$ cat src/rtl/mem_access.sv
// Memory-access stage: decodes load/store ops, runs a single outstanding data-memory
// request through an IDLE/REQ/DONE FSM, and registers the write-back results.
module mem_access #(
  parameter int MEM_TIMEOUT = 255
) (
  input  logic        clk,
  input  logic        rst,
  input  logic        valid_i,
  input  logic [5:0]  aluop_i,
  input  logic [31:0] mem_addr_i,
  input  logic [31:0] reg2_i,
  input  logic [4:0]  wd_i,
  input  logic        wreg_i,
  input  logic [31:0] wdata_i,
  output logic [4:0]  wd_o,
  output logic        wreg_o,
  output logic [31:0] wdata_o,
  output logic        stall_req_o,
  output logic        mem_req_o,
  output logic        mem_we_o,
  output logic [31:0] mem_addr_o,
  output logic [3:0]  mem_sel_o,
  output logic [31:0] mem_wdata_o,
  input  logic [31:0] mem_rdata_i,
  input  logic        mem_ack_i,
  output logic        adel_o,
  output logic        ades_o,
  output logic        bus_err_o,
  output logic [1:0]  state_dbg
);

  localparam logic [5:0] OP_LB  = 6'h20;
  localparam logic [5:0] OP_LH  = 6'h21;
  localparam logic [5:0] OP_LW  = 6'h23;
  localparam logic [5:0] OP_LBU = 6'h24;
  localparam logic [5:0] OP_LHU = 6'h25;
  localparam logic [5:0] OP_SB  = 6'h28;
  localparam logic [5:0] OP_SH  = 6'h29;
  localparam logic [5:0] OP_SW  = 6'h2B;

  localparam int CW = $clog2(MEM_TIMEOUT) + 1;
  localparam logic [CW-1:0] CNT_LAST = CW'(MEM_TIMEOUT - 1);

  typedef enum logic [1:0] {ST_IDLE, ST_REQ, ST_DONE} state_t;

  state_t        state, state_nxt;
  logic [CW-1:0] cnt;
  logic          is_load, is_store, is_half, is_word, is_uns;
  logic          is_mem, misaligned;
  logic [3:0]    lane_sel;
  logic [31:0]   st_data, ld_data;
  logic [15:0]   half_v;
  logic [7:0]    byte_v;

  always_comb begin
    is_load  = 1'b0;
    is_store = 1'b0;
    is_half  = 1'b0;
    is_word  = 1'b0;
    is_uns   = 1'b0;
    case (aluop_i)
      OP_LB:   is_load = 1'b1;
      OP_LH:   begin is_load = 1'b1; is_half = 1'b1; end
      OP_LW:   begin is_load = 1'b1; is_word = 1'b1; end
      OP_LBU:  begin is_load = 1'b1; is_uns = 1'b1; end
      OP_LHU:  begin is_load = 1'b1; is_half = 1'b1; is_uns = 1'b1; end
      OP_SB:   is_store = 1'b1;
      OP_SH:   begin is_store = 1'b1; is_half = 1'b1; end
      OP_SW:   begin is_store = 1'b1; is_word = 1'b1; end
      default: ;
    endcase
  end

  assign is_mem     = is_load | is_store;
  assign misaligned = (is_half & mem_addr_i[0]) | (is_word & (mem_addr_i[1:0] != 2'b00));

  // Big-endian lanes: the lowest byte address maps to the most significant lane.
  always_comb begin
    lane_sel = 4'b0000;
    st_data  = 32'h0;
    ld_data  = 32'h0;
    half_v   = 16'h0;
    byte_v   = 8'h0;
    if (is_word) begin
      lane_sel = 4'b1111;
      st_data  = reg2_i;
      ld_data  = mem_rdata_i;
    end else if (is_half) begin
      lane_sel = mem_addr_i[1] ? 4'b0011 : 4'b1100;
      half_v   = mem_addr_i[1] ? mem_rdata_i[15:0] : mem_rdata_i[31:16];
      st_data  = {2{reg2_i[15:0]}};
      ld_data  = is_uns ? {16'h0, half_v} : {{16{half_v[15]}}, half_v};
    end else begin
      case (mem_addr_i[1:0])
        2'd0:    begin lane_sel = 4'b1000; byte_v = mem_rdata_i[31:24]; end
        2'd1:    begin lane_sel = 4'b0100; byte_v = mem_rdata_i[23:16]; end
        2'd2:    begin lane_sel = 4'b0010; byte_v = mem_rdata_i[15:8];  end
        default: begin lane_sel = 4'b0001; byte_v = mem_rdata_i[7:0];   end
      endcase
      st_data = {4{reg2_i[7:0]}};
      ld_data = is_uns ? {24'h0, byte_v} : {{24{byte_v[7]}}, byte_v};
    end
  end

  // Handshake: stall_req_o=1 means upstream must hold every input stable; the memory
  // sees mem_req_o held high with constant address/lanes/data until a one-cycle
  // mem_ack_i completes it, or until the wait counter expires.
  always_comb begin
    state_nxt   = state;
    stall_req_o = 1'b0;
    mem_req_o   = 1'b0;
    mem_we_o    = 1'b0;
    mem_sel_o   = 4'b0000;
    mem_addr_o  = 32'h0;
    mem_wdata_o = 32'h0;
    case (state)
      ST_IDLE: begin
        if (valid_i && is_mem && !misaligned) begin
          state_nxt   = ST_REQ;
          stall_req_o = rst;
        end
      end
      ST_REQ: begin
        stall_req_o = rst;
        mem_req_o   = 1'b1;
        mem_we_o    = is_store;
        mem_sel_o   = lane_sel;
        mem_addr_o  = {mem_addr_i[31:2], 2'b00};
        mem_wdata_o = is_store ? st_data : 32'h0;
        if (mem_ack_i || cnt == CNT_LAST) state_nxt = ST_DONE;
      end
      ST_DONE: state_nxt = ST_IDLE;
      default: state_nxt = ST_IDLE;
    endcase
  end

  always_ff @(posedge clk) begin
    if (!rst) begin
      state     <= ST_IDLE;
      cnt       <= '0;
      wd_o      <= 5'h0;
      wreg_o    <= 1'b0;
      wdata_o   <= 32'h0;
      adel_o    <= 1'b0;
      ades_o    <= 1'b0;
      bus_err_o <= 1'b0;
    end else begin
      state     <= state_nxt;
      wd_o      <= 5'h0;
      wreg_o    <= 1'b0;
      wdata_o   <= 32'h0;
      adel_o    <= 1'b0;
      ades_o    <= 1'b0;
      bus_err_o <= 1'b0;
      case (state)
        ST_IDLE: begin
          cnt <= '0;
          if (valid_i) begin
            if (!is_mem) begin
              wd_o    <= wd_i;
              wreg_o  <= wreg_i;
              wdata_o <= wdata_i;
            end else if (misaligned) begin
              adel_o <= is_load;
              ades_o <= is_store;
            end
          end
        end
        ST_REQ: begin
          if (mem_ack_i) begin
            if (is_load) begin
              wd_o    <= wd_i;
              wreg_o  <= wreg_i;
              wdata_o <= ld_data;
            end
          end else if (cnt == CNT_LAST) begin
            bus_err_o <= 1'b1;
          end else begin
            cnt <= cnt + CW'(1);
          end
        end
        default: ;
      endcase
    end
  end

  assign state_dbg = state;

endmodule

$ cat config.mk
export PLATFORM = sky130hd
export DESIGN_NAME = mem_access
export DESIGN_NICKNAME = d
export VERILOG_FILES = /design/src/rtl/mem_access.sv
export SDC_FILE = /design/constraint.sdc
export NUM_CORES = 1
export LEC_CHECK = 0
export BUFFER_PORTS_ARGS = -buffer_cell sky130_fd_sc_hd__buf_2
export CELL_PAD_IN_SITES_DETAIL_PLACEMENT = 1
export CELL_PAD_IN_SITES_GLOBAL_PLACEMENT = 2
export CORE_ASPECT_RATIO = 0.5
export CORE_UTILIZATION = 18
export CTS_BUF_LIST = sky130_fd_sc_hd__clkbuf_8
export CTS_CLUSTER_SIZE = 20
export DETAILED_ROUTE_END_ITERATION = 6
export PLACE_DENSITY_LB_ADDON = 0.3
export SLEW_MARGIN = 40
export SYNTH_ARGS = -nofsm -noshare
export SYNTH_HDL_FRONTEND = slang
export SYNTH_SLANG_ARGS = --single-unit
$ cat constraint.sdc
create_clock -name clk -period 1.6 [get_ports clk]
set_input_delay 0.16 -clock clk [delete_from_list [all_inputs] [get_ports clk]]
set_output_delay 0.16 -clock clk [all_outputs]
set_load 0.01 [all_outputs]
==> qor.yml <==
path_delay_family: "buffers and inverters"
cp_common_cell: "buf_6"
cts_tree: "yes"
cts_buffer_depth: 2
clock-root-buffer: "clkbuf_8"
p_per_area_nw_per_um2: 522
synthArstFlopShare_pct: 0
synth_cell_types: 53
synthTopCellsByCount: "dfxtp_1, and2_1, nor2_1, mux2i_1, nand2_1"
drive_above_1_share_pct: 58.3
cts_buffers: 5
critical_path_arrival_ns: 1.75
crit_end: "mem_wdata_o[27]"
crit_start: "state_dbg[1]"
synthTopCellsByArea: "dfxtp_1, and2_1, mux2i_1"
synth_edf_count: 0
crit_path_top_delay_cell: "dfxtp_2"
io_pins: 258
critPathRequiredTime_ns: 1.44
crit_type: "reg2out"
critical_path_buf_inv_count: 5
insertion_delay_ns: 0.33
multiInputGateArea_sq_um: 2360
port_buffers: 255
synth_top_area_share_pct: 31.1
finalSetupViolations: 96
hold_path.class: "in2reg"
synth-seq-area-share_pct: 31.1
layoutNonFillerInstCount: 955
track_usage_pct: 16.2
path_clk_slew_ns: 0.12
first_pass_iters: 4
regArea_sq_um: 1040
fill_cells: 2188
fin_nets: 865
finalPower_mw: 3.12
startpoint_type: "flop"
initial_core_util_pct: 18.8
synth_ff_type: "dfxtp_1"
ys_ff_latch: 52
vias_per_cell: 4.45
fin_ws_ns: -0.309
rows: 34
r2r-end: "wdata_o[9]"
grt_pass1_wl_mm: 24.4
cp_max_fo: 7
slew_violations: 0
post-route-period-util_pct: 119
syn_to_final_growth_pct: 78.9
avgRoutedWirePerCell_um: 17.0
yosysWarnings: 0
cts_sinks: 52
dpl.hpwl_mm: 12.7
rsz0062_at_grt: "true"
routed_wl_mm: 16.2
min_from: "wd_i[3]"
violations: "setup timing"
syn_inst: 408
netlist_area_sq_um: 3340
numPlacedInstances: 928
slowest_delay_ns: 0.34
max_freq_mhz: 524
grt_start_max_net_pins: 25
cap_violations: 0
r2r_slack_ns: -0.13
r2r-start: "state_dbg[1]"
p_leak_nw: 2.95
cts-hold-fix-buffers: 0
die_area_sq_um: 19200
core_area_sq_um: 17800
die_h_um: 98.4
clock_skew_ns: 0.0172
gp_congestion: 0.794
path_cells: "buf_6, nand2b_4, inv_4, nand4_1, buf_6, buf_8, a211oi_4, buf_2"
fp.dieW_um: 195
antenna_found_initial: 2
drc_errors: 0
drtAntennaViolNets: 0
vias: 4249
worst_setup_path_end_kind: "output port"
drt_iter0_drc: 146
yosys.area.top_type: "dfxtp_1"
status: "complete, but fails checks"
grt_pass1_vias: 4320
hold_viol: 0
globalRouteOverflowTotal: 0
worst-r2r-cell-count: 9
cp_num_cells: 8
htree_levels: 2
avgSynthCellArea_sq_um: 8.19
period_needed_ns: 1.91
peakVddDrop_v: 0.000348
synth_most_common_cell: "dfxtp_1"
-- worst min-delay path by stage --
stage	cells past startpoint	slack, ns	to
floorplan	1	0.24	bus_err_o
global placement	2	0.36	wd_o[4]
detailed placement	2	0.37	wd_o[1]
CTS	2	0.01	wd_o[3]
global route	2	0.004	wd_o[3]
finish	2	0.02	wd_o[3]
-- per-layer routing --
layer  wire (um)  GRT usage (%)
met1        7280           21.0
met2        8190           28.6
met3         643           3.21
met4         134           2.24
met5           0              0
-- placed cells by master (no fill, tap or decap), drive strengths merged, types with 2 or more instances in the layout --
master	instances
clkbuf	6
nor3	4
nor2	45
conb	2
buf	332
and3	2
o21ai	21
and3b	2
nor2b	4
nand3	22
o2bb2ai	8
a21boi	2
nand2b	6
a211oi	11
o211ai	4
and2	46
inv	10
or3	2
a21oi	21
nand2	24
clkinvlp	3
mux2i	26
nand4	5
dfxtp	52
a221o	16
ha	2
a22o	8
o41ai	6
o21a	8
nand4b	4
a31oi	2
-- where the power goes --
group / internal [mW] / switching (mW) / leakage [nW]
clock network: 0.473 / 0.518 / 0.0548
logic: 0.389 / 0.395 / 2.47
registers: 1.34 / 0.0108 / 0.425
total: 2.20 / 0.924 / 2.95
-- state kept, by name (all words and copies together), names as in the netlist --
register and flops:
ades_o 1, wreg_o 1, bus_err_o 1, adel_o 1
wd_o 5, cnt 9, state_dbg 2, wdata_o 32
-- logic make-up after synthesis --
kind of cell / after synthesis / synth area share [%]
mux: 26 / 7.78
buf+inv: 42 / 5.88
flops: 52 / 31.1
simple gates: 171 / 27.9
other cells: 1 / 0.112
fa+ha+maj: 2 / 0.748
compound gates: 114 / 26.4
-- layout make-up --
| type | instances | area share [%] |
|---|---|---|
| Clock inverter | 3 | 0.774 |
| Tap cell | 234 | 4.90 |
| Antenna cell | 1 | 0.0418 |
| Sequential cell | 52 | 17.5 |
| Timing Repair Buffer | 334 | 35.3 |
| Inverter | 10 | 0.732 |
| Clock buffer | 5 | 1.15 |
| Timing Repair inverter | 1 | 0.126 |
| Multi-Input combinational cell | 315 | 39.5 |
-- metrics by stage --
| step | util, % | setup slack [ns] | hold WS [ns] | instance area (sq um) | setup TNS (ns) |
|---|---|---|---|---|---|
| 3_5_place_dp | 30.5 | -0.273 | 0.369 | 5430 | -10.68 |
| 6_report | 33.6 | -0.309 | 0.0226 | 5980 | -15.47 |
| 3_3_place_gp | 30.5 | -0.232 | 0.360 | 5430 | -8.95 |
| 2_1_floorplan | - | -0.0769 | 0.239 | 3450 | -0.308 |
| 4_1_cts | 32.7 | -0.388 | 0.0101 | 5810 | -16.31 |
| 5_1_grt | 33.6 | -0.433 | 0.00445 | 5980 | -25.09 |
-- timing repair --
| action | in CTS | in global routing |
|---|---|---|
| buffers inserted | 9 | 7 |
| cloned | 3 | 1 |
| resized for setup | 43 | 36 |
| setup endpoints to repair | 106 | 110 |
| pin swaps | 9 | 15 |
-- worst register-to-register path: cells and delay by family (launching register included) --
| kind | cells | cell delay (ns) |
|---|---|---|
| AOI/OAI and AO/OA | 2 | 0.23 |
| buffers and inverters | 5 | 0.65 |
| DFF | 1 | 0.34 |
| and+or+nand+nor | 2 | 0.44 |
No activity file was read; power rests on OpenSTA's default activity.
